`config.mk`:
```
export PLATFORM = sky130hd
export DESIGN_NAME = joy_scan_sequencer
export DESIGN_NICKNAME = d
export VERILOG_FILES = /design/src/rtl/joy_scan_pkg.sv /design/src/rtl/joy_scan_clkdiv.sv /design/src/rtl/joy_scan_sequencer.sv
export SDC_FILE = /design/constraint.sdc
export NUM_CORES = 1
export LEC_CHECK = 0
export ABC_AREA = 1
export BUFFER_PORTS_ARGS = -buffer_cell sky130_fd_sc_hd__buf_2
export CORE_MARGIN = 2
export CORE_UTILIZATION = 59
export CTS_BUF_LIST = sky130_fd_sc_hd__clkbuf_16
export DETAILED_ROUTE_END_ITERATION = 10
export PLACE_DENSITY_LB_ADDON = 0.15
export SETUP_SLACK_MARGIN = 0.5
export SYNTH_ARGS = -nofsm -noshare
export SYNTH_HDL_FRONTEND = slang
export SYNTH_SLANG_ARGS = --single-unit
export TNS_END_PERCENT = 10
```
`constraint.sdc`:
```
create_clock -name clk_i -period 2.23 [get_ports clk_i]
set_input_delay 0.1115 -clock clk_i [delete_from_list [all_inputs] [get_ports clk_i]]
set_output_delay 0.1115 -clock clk_i [all_outputs]
set_load 0.005 [all_outputs]
```
`src/rtl/joy_scan_pkg.sv`:
```
// joy_scan_pkg
//   Shared types and constants for the joystick shift-register scan sequencer.
//   - joy_state_e : sequencer state encoding (IDLE, LOAD, SHIFT, GAP)
//   - default parameter values used by joy_scan_sequencer
//   - FRAME_CNT_W : width of the published-frame counter
//   - cnt_w()     : register width able to hold the values 0..n-1
package joy_scan_pkg;

  typedef enum logic [1:0] {
    IDLE  = 2'd0,
    LOAD  = 2'd1,
    SHIFT = 2'd2,
    GAP   = 2'd3
  } joy_state_e;

  localparam int JOY_CLK_DIV_DEF     = 16;
  localparam int JOY_CHAIN_BITS_DEF  = 16;
  localparam int JOY_LOAD_CYCLES_DEF = 1;
  localparam int JOY_SCAN_GAP_DEF    = 2;
  localparam int FRAME_CNT_W         = 8;

  function automatic int cnt_w(input int n);
    return (n <= 2) ? 1 : $clog2(n);
  endfunction

endpackage

```
`src/rtl/joy_scan_clkdiv.sv`:
```
// joy_scan_clkdiv
//   Shift-period divider for the joystick scan sequencer. Counts 0..CLK_DIV-1
//   and is forced to 0 while hold_i is high (sequencer idle).
// Ports
//   clk_i      in   system clock
//   rst_i      in   synchronous reset, active-high
//   hold_i     in   hold the counter at 0
//   div_cnt_o  out  current divider phase
//   tick_o     out  last cycle of a shift period (div_cnt == CLK_DIV-1)
//   mid_o      out  sample point, half a period in (div_cnt == CLK_DIV/2-1)
module joy_scan_clkdiv #(
  parameter int CLK_DIV = 16,
  parameter int DIV_W   = 4
) (
  input  logic             clk_i,
  input  logic             rst_i,
  input  logic             hold_i,
  output logic [DIV_W-1:0] div_cnt_o,
  output logic             tick_o,
  output logic             mid_o
);

  logic [DIV_W-1:0] r_div_cnt;
  logic             w_tick;

  assign w_tick = (r_div_cnt == DIV_W'(CLK_DIV - 1));

  always_ff @(posedge clk_i) begin
    if (rst_i || hold_i) begin
      r_div_cnt <= '0;
    end else if (w_tick) begin
      r_div_cnt <= '0;
    end else begin
      r_div_cnt <= r_div_cnt + 1'b1;
    end
  end

  assign div_cnt_o = r_div_cnt;
  assign tick_o    = w_tick;
  assign mid_o     = (r_div_cnt == DIV_W'(CLK_DIV / 2 - 1));

endmodule

```
`src/rtl/joy_scan_sequencer.sv`:
```
// joy_scan_sequencer
//   Drives a 74HC165-style joystick chain: active-low parallel load, shift
//   clock, serial capture of CHAIN_BITS bits per scan, and hand-off of each
//   completed frame over a valid/ready handshake.
// Ports
//   clk_i          in   system clock
//   rst_i          in   synchronous reset, active-high
//   enable_i       in   run continuous scanning (checked at frame boundaries)
//   joy_data_i     in   serial data from the chain (buttons active-low)
//   joy_clk_o      out  shift clock to the chain
//   joy_load_o     out  parallel load, active-low
//   frame_o        out  last published frame, first-shifted bit at MSB
//   frame_valid_o  out  frame_o holds an unconsumed frame
//   frame_ready_i  in   consumer accepts frame_o this cycle
//   overrun_o      out  1-cycle pulse: an unconsumed frame was overwritten
//   frame_count_o  out  published-frame counter (wraps)
//   busy_o         out  sequencer not idle
// Build option
//   JOY_SCAN_DEBOUNCE_EN : publish a scan only when it matches the previous
//                          raw scan; otherwise every completed scan is published.
//
// state | meaning
// IDLE  | chain quiet, divider held at 0, waiting for enable_i
// LOAD  | joy_load_o low for LOAD_CYCLES shift periods
// SHIFT | CHAIN_BITS shift periods; sample at mid, rising joy_clk_o after it
// GAP   | SCAN_GAP quiet shift periods before the next scan or IDLE
module joy_scan_sequencer
  import joy_scan_pkg::*;
#(
  parameter int CLK_DIV     = JOY_CLK_DIV_DEF,
  parameter int CHAIN_BITS  = JOY_CHAIN_BITS_DEF,
  parameter int LOAD_CYCLES = JOY_LOAD_CYCLES_DEF,
  parameter int SCAN_GAP    = JOY_SCAN_GAP_DEF
) (
  input  logic                   clk_i,
  input  logic                   rst_i,
  input  logic                   enable_i,
  input  logic                   joy_data_i,
  output logic                   joy_clk_o,
  output logic                   joy_load_o,
  output logic [CHAIN_BITS-1:0]  frame_o,
  output logic                   frame_valid_o,
  input  logic                   frame_ready_i,
  output logic                   overrun_o,
  output logic [FRAME_CNT_W-1:0] frame_count_o,
  output logic                   busy_o
);

  localparam int DIV_W  = $clog2(CLK_DIV);
  localparam int TMAX_A = (LOAD_CYCLES > CHAIN_BITS) ? LOAD_CYCLES : CHAIN_BITS;
  localparam int TMAX   = (TMAX_A > SCAN_GAP) ? TMAX_A : SCAN_GAP;
  localparam int TCNT_W = cnt_w(TMAX);

  joy_state_e             r_state;
  joy_state_e             w_state_nxt;
  logic [DIV_W-1:0]       w_div_cnt;
  logic                   w_tick;
  logic                   w_mid;
  logic [TCNT_W-1:0]      r_tick_cnt;
  logic                   w_last;
  logic                   w_joy_clk;
  logic                   w_joy_load;
  logic [CHAIN_BITS-1:0]  r_sr;
  logic                   r_pub_pend;
  logic                   w_publish;
  logic [CHAIN_BITS-1:0]  r_frame;
  logic                   r_frame_valid;
  logic                   r_overrun;
  logic [FRAME_CNT_W-1:0] r_frame_cnt;

  joy_scan_clkdiv #(
    .CLK_DIV (CLK_DIV),
    .DIV_W   (DIV_W)
  ) u_clkdiv (
    .clk_i     (clk_i),
    .rst_i     (rst_i),
    .hold_i    (r_state == IDLE),
    .div_cnt_o (w_div_cnt),
    .tick_o    (w_tick),
    .mid_o     (w_mid)
  );

  // Per-state length in shift periods, minus one, for the down-counter.
  function automatic logic [TCNT_W-1:0] reload(input joy_state_e st);
    case (st)
      SHIFT:   return TCNT_W'(CHAIN_BITS - 1);
      GAP:     return (SCAN_GAP > 0) ? TCNT_W'(SCAN_GAP - 1) : '0;
      default: return TCNT_W'(LOAD_CYCLES - 1);
    endcase
  endfunction

  // Last tick of the current state.
  assign w_last = (r_state != IDLE) && w_tick && (r_tick_cnt == '0);

  always_ff @(posedge clk_i) begin
    if (rst_i) begin
      r_state <= IDLE;
    end else begin
      r_state <= w_state_nxt;
    end
  end

  always_comb begin
    w_state_nxt = r_state;
    w_joy_load  = 1'b1;
    w_joy_clk   = 1'b0;
    case (r_state)
      IDLE: begin
        if (enable_i) w_state_nxt = LOAD;
      end
      LOAD: begin
        w_joy_load = 1'b0;
        if (w_last) w_state_nxt = SHIFT;
      end
      SHIFT: begin
        // High during the second half of the period so the sample at mid
        // always precedes the rising edge that moves the chain on.
        w_joy_clk = (w_div_cnt >= DIV_W'(CLK_DIV / 2));
        if (w_last) begin
          if (SCAN_GAP > 0)  w_state_nxt = GAP;
          else if (enable_i) w_state_nxt = LOAD;
          else               w_state_nxt = IDLE;
        end
      end
      GAP: begin
        if (w_last) w_state_nxt = enable_i ? LOAD : IDLE;
      end
      default: w_state_nxt = IDLE;
    endcase
  end

  // Tick down-counter: reloaded while idle and on every state exit.
  always_ff @(posedge clk_i) begin
    if (rst_i) begin
      r_tick_cnt <= reload(IDLE);
    end else if (r_state == IDLE || w_last) begin
      r_tick_cnt <= reload(w_state_nxt);
    end else if (w_tick) begin
      r_tick_cnt <= r_tick_cnt - 1'b1;
    end
  end

  always_ff @(posedge clk_i) begin
    if (rst_i) begin
      r_sr       <= '1;
      r_pub_pend <= 1'b0;
    end else begin
      if (r_state == SHIFT && w_mid) begin
        r_sr <= {r_sr[CHAIN_BITS-2:0], joy_data_i};
      end
      // The shift register is complete after the last SHIFT tick; hand it
      // over on the following cycle.
      r_pub_pend <= (r_state == SHIFT) && w_last;
    end
  end

`ifdef JOY_SCAN_DEBOUNCE_EN
  logic [CHAIN_BITS-1:0] r_raw_prev;

  always_ff @(posedge clk_i) begin
    if (rst_i) begin
      r_raw_prev <= '1;
    end else if (r_pub_pend) begin
      r_raw_prev <= r_sr;
    end
  end

  assign w_publish = r_pub_pend && (r_sr == r_raw_prev);
`else
  assign w_publish = r_pub_pend;
`endif

  always_ff @(posedge clk_i) begin
    if (rst_i) begin
      r_frame       <= '1;
      r_frame_valid <= 1'b0;
      r_overrun     <= 1'b0;
      r_frame_cnt   <= '0;
    end else begin
      r_overrun <= 1'b0;
      if (w_publish) begin
        // A same-cycle transfer consumes the old frame, so no overrun then.
        r_frame       <= r_sr;
        r_frame_cnt   <= r_frame_cnt + 1'b1;
        r_frame_valid <= 1'b1;
        r_overrun     <= r_frame_valid & ~frame_ready_i;
      end else if (r_frame_valid && frame_ready_i) begin
        r_frame_valid <= 1'b0;
      end
    end
  end

  assign joy_clk_o     = w_joy_clk;
  assign joy_load_o    = w_joy_load;
  assign frame_o       = r_frame;
  assign frame_valid_o = r_frame_valid;
  assign overrun_o     = r_overrun;
  assign frame_count_o = r_frame_cnt;
  assign busy_o        = (r_state != IDLE);

endmodule
```
==> results by stage <==
Global route:
- The number of antenna violations at the first check in global routing is 0.
- The total track usage is 0.219.
- The via count of the first global-routing pass came to 1658.
- Entering global routing, the biggest net connects 37 pins.
- The first global-routing pass estimated about 7000 um of wire.
- The total global routing overflow is 0.

Clocking:
- The H-tree depth is 2.
- For this design, the sink count on the clock tree is 53.
- The CTS tree is yes.
- The cell chosen for the clock root is sky130_fd_sc_hd__clkbuf_16.
- The number of buffers created by CTS is 5.
- The latest clock arrival within the worst-skew pair is ~290 ps.
- The maximum clock insertion buffer count is 2.
- The clock input transition at the sequential cells of the worst setup and hold paths is approximately 60 ps.

Setup path:
- The kind of cell with the highest combined delay along the critical path is flip-flops.
- The launch instance of the worst register-to-register path is r_pub_pend.
- The reg-to-reg setup timing slack is between 600 and 700 ps.
- The worst register-to-register path has a depth of 6.
- The category of the worst setup path launch point is a flip-flop.
- The element type at the critical path end is a flip-flop.
- The most frequent cell on the critical path is sky130_fd_sc_hd__nor2_1.
- The critical path goes through buf_4 > nand2_1 > nor2_1 > nand4_1 > nor2_1 > nor2_1.
- In this run the worst setup path terminates at frame_count_o[7].
- The endpoint arrival time on the critical path is ~1800 ps.
- The startpoint of the worst setup timing path is r_pub_pend.
- The number of buffers and inverters on the critical path is 1.
- The largest incremental delay on the critical path is approximately 650 ps.
- The worst reg2reg path endpoint is frame_count_o[7].
- The highest-delay cell along the critical path is sky130_fd_sc_hd__dfxtp_1.
- The classification of the worst setup path is reg2reg.
- At the worst endpoint, the required time is roughly 2400 ps.
- The critical path runs through a total of 6 cells.
- The maximum fanout encountered on the critical timing path is 13.

Route:
- The wire length reported by the detailed router is 4000 um.
- After detailed routing, the average wire length per cell comes to 11.0 um.
- The number of violations reported at the end of detailed-routing iteration 0 is 113.
- The length of the first detailed-routing pass in iterations is 4.
- Across all layers, the routed design uses about 1800 vias.
- For this run, design rule violations remaining after detail routing come to 0.
- In this run the remaining antenna-violating nets after routing total 0.
- After detailed routing, the number of vias per cell comes to approximately 5.0.

Die:
- The die covers roughly 0.004 sq mm.
- The die height is approximately 64 um.
- The total I/O pin count is 34.
- The number of standard-cell rows in the floorplan is 21.
- From left edge to right edge, the die measures 63.6 um.
- The area of the core is between 0.003 and 0.004 sq mm.
- For this configuration, the core starts out at a cell density of 0.623.

STA:
- The share of the clock period used by the worst path after layout is 0.728.
- The maximum clock skew at final layout is ~7.6 ps.
- The final hold violation count came to 0.
- The final hold slack is approximately 50 ps.
- The achievable frequency is ~600 MHz.
- In this run the tightest slew margin relative to its limit is 0.651.
- The max-slew violation count came to 0.
- The total of endpoints with negative setup slack in the final report is 0.
- The least setup slack across all paths after layout is 606 ps.
- The sum of negative setup slack is 0 ps.
- The shortest clock period the worst path allows after layout is between 1500 and 2000 ps.
- For the pin with the worst max-slew slack, the measured transition is between 500 and 600 ps.
- Setup repair after global routing could not meet its margin everywhere.

Yosys:
- The synthesized design spends more area on one cell type than any other, namely sky130_fd_sc_hd__dfxtp_1.
- The share of synthesized area in the top cell type comes to 0.506.
- The synthesized design contains between 50 and 60 register bits.
- Each instance of the synthesized netlist takes up on average approximately 7.4 sq um.
- The cell area after synthesis is 0.00210 sq mm.
- The Yosys step of the flow raised 0 warnings.
- Synthesis handed over a netlist of between 200 and 300 instances.
- The share of the Yosys chip area taken by registers is 0.506.
- The most frequently used cell type in the post-synthesis netlist is sky130_fd_sc_hd__nand2_1.
- The most used flip-flop cell after synthesis is sky130_fd_sc_hd__dfxtp_1.
- The distinct cell type count of the synthesized netlist is 21.
- Ranked by total cell area, the synthesized netlist is headed by sky130_fd_sc_hd__dfxtp_1 51%, sky130_fd_sc_hd__nand2_1 16%, sky130_fd_sc_hd__nand3_1 9.8%, sky130_fd_sc_hd__nor2_1 6.1%, sky130_fd_sc_hd__inv_1 3.2%.
- The share of synthesized registers carrying an async set or reset is 0.
- Synthesis produced a netlist with a net count of 292.
- The count of flip-flops with a built-in enable after synthesis is 0.
- By count the netlist is led by 88 x sky130_fd_sc_hd__nand2_1, 53 x sky130_fd_sc_hd__dfxtp_1, 41 x sky130_fd_sc_hd__nand3_1, 34 x sky130_fd_sc_hd__nor2_1, 18 x sky130_fd_sc_hd__inv_1.

Power:
- The clock share of power is 0.415.
- In this run the power density over the cells is between 700 and 800 mW/mm^2.
- The switching share of power is 0.212.
- Of the total power, combinational logic draws 0.041.
- The power dissipated by switching net loads is between 300 and 400 uW.
- Cell internal power was estimated by the tool at about 1.4 mW.
- The leakage power summed over all cells is between 1 and 1.5 nW.
- The peak supply drop is a little under 600 uV.
- The proportion of power drawn by flip-flops and latches is 0.544.

Placed design:
- The cell count after placement is roughly 350.
- The routability congestion estimate from global placement is 0.840.
- At the placement stage, the worst setup path has a slack of 519 ps.
- The number of buffer cells added on primary ports is 33.
- Once detailed placement completed, the half-perimeter wirelength came to 2680 um.

Final layout:
- The number of antenna diodes in the final layout is 0.
- The fraction of layout instances using a drive strength above 1 is 0.157.
- Once layout is complete, the cells apart from fillers number around 360.
- At the end of the flow, the number of nets in the layout was between 300 and 400.
- The growth of design area from synthesis to finish is 17.0%.

Worst hold path:
- The class of the tightest hold or removal check is in2reg.
- The depth of the worst hold-timing path is 3.

Flow run:
- Across the run, the number of max-cap violations was 0.

Status:
- The flow ran to the end, and the final reports show no timing, DRC or antenna violations.
==> state kept, by name, indices dropped and copies added (netlist names) <==
signal              cells
frame_count_o           8
frame_o                16
frame_valid_o           1
overrun_o               1
r_pub_pend              1
r_sr                   16
r_state                 2
r_tick_cnt              4
u_clkdiv.div_cnt_o      4
==> worst min-delay path by stage <==
stage	slack [ps]	end	from
after detailed placement	290	overrun_o	frame_ready_i
after CTS	40	r_sr[0]	joy_data_i
after global placement	290	overrun_o	frame_ready_i
after global routing	50	r_sr[0]	joy_data_i
final	50	r_sr[0]	joy_data_i
after floorplan	190	overrun_o	frame_ready_i
==> worst register-to-register path, cell delays in order (launching register included) <==
cell and delay [ps]:
sky130_fd_sc_hd__dfxtp_1 650, sky130_fd_sc_hd__buf_4 280, sky130_fd_sc_hd__nand2_1 80, sky130_fd_sc_hd__nor2_1 200
sky130_fd_sc_hd__nand4_1 150, sky130_fd_sc_hd__nor2_1 120, sky130_fd_sc_hd__nor2_1 50
==> what timing repair did <==
| item | in CTS | in global routing |
|---|---|---|
| setup buffers | 0 | 2 |
| hold buffers | 1 | 0 |
| hold endpoints to repair | 1 | 0 |
| resized for setup | 0 | 1 |
| setup endpoints to repair | 0 | 35 |
==> area by class of cell <==
type | instances | area, sq um
clock inverter | 3 | 17.5
tap | 46 | 57.6
fill | 306 | 912
timing repair buffer | 38 | 205
sequential | 53 | 1060
inverter | 22 | 88.8
clock buffer | 5 | 125
multi-input combinational | 197 | 896
==> power by group through the flow <==
stage | sequential (mW) | clock (mW) | combinational (mW)
after floorplan | 0.981 | 0 | 0.0541
after global placement | 0.983 | 0 | 0.0683
final | 0.962 | 0.733 | 0.0721
after global routing | 0.962 | 0.786 | 0.0853
after detailed placement | 0.983 | 0 | 0.0701
after CTS | 0.962 | 0.744 | 0.0721
==> placed cells by master (no fill, tap or decap) <==
master	Yosys	final
sky130_fd_sc_hd__buf_2	1	33
sky130_fd_sc_hd__inv_4	1	1
sky130_fd_sc_hd__a21oi_1	8	8
sky130_fd_sc_hd__nor2_1	34	34
sky130_fd_sc_hd__inv_1	18	19
sky130_fd_sc_hd__dfxtp_1	53	53
sky130_fd_sc_hd__nand2_2	2	2
sky130_fd_sc_hd__xnor2_1	1	1
sky130_fd_sc_hd__nor3_4	1	1
sky130_fd_sc_hd__clkbuf_16	0	5
sky130_fd_sc_hd__buf_4	0	4
sky130_fd_sc_hd__o21ai_0	8	8
sky130_fd_sc_hd__clkinv_1	2	1
sky130_fd_sc_hd__inv_2	1	1
sky130_fd_sc_hd__dlygate4sd3_1	0	1
sky130_fd_sc_hd__nor4_1	1	1
sky130_fd_sc_hd__ha_1	5	5
sky130_fd_sc_hd__clkinvlp_4	0	1
sky130_fd_sc_hd__nand4_1	3	3
sky130_fd_sc_hd__nand3_1	41	41
sky130_fd_sc_hd__nor3_1	4	4
sky130_fd_sc_hd__clkinv_2	0	1
sky130_fd_sc_hd__inv_6	0	1
sky130_fd_sc_hd__o21bai_1	1	1
sky130_fd_sc_hd__nand2_1	88	88
==> routing by layer <==
layer | vias to the layer above | part of all wire | track usage
met5 | - | 0 | 0
met4 | 0 | 0.015 | 0.0897
met3 | 7 | 0.048 | 0.0393
met2 | 49 | 0.46 | 0.363
met1 | 808 | 0.48 | 0.280
li1 | 967 | - | -
==> metrics by stage <==
stage / total power, mW / cell area [sq um] / util
2_1_floorplan: 1.04 / 2100 / -
4_1_cts: 1.78 / 2430 / 0.723
3_3_place_gp: 1.05 / 2280 / 0.678
5_1_grt: 1.83 / 2450 / 0.729
3_5_place_dp: 1.05 / 2280 / 0.678
6_report: 1.77 / 2450 / 0.729
==> kinds of logic (layout without fill, tap and decap cells) <==
kind of cell,after synthesis,after routing,synth area share
flops,53,53,0.506
fa+ha+maj,5,5,0.0299
buf+inv,32,68,0.0663
compound gates,17,17,0.0418
xor+xnor,1,1,0.00418
simple gates,174,174,0.352
No activity file was read; power rests on OpenSTA's default activity.
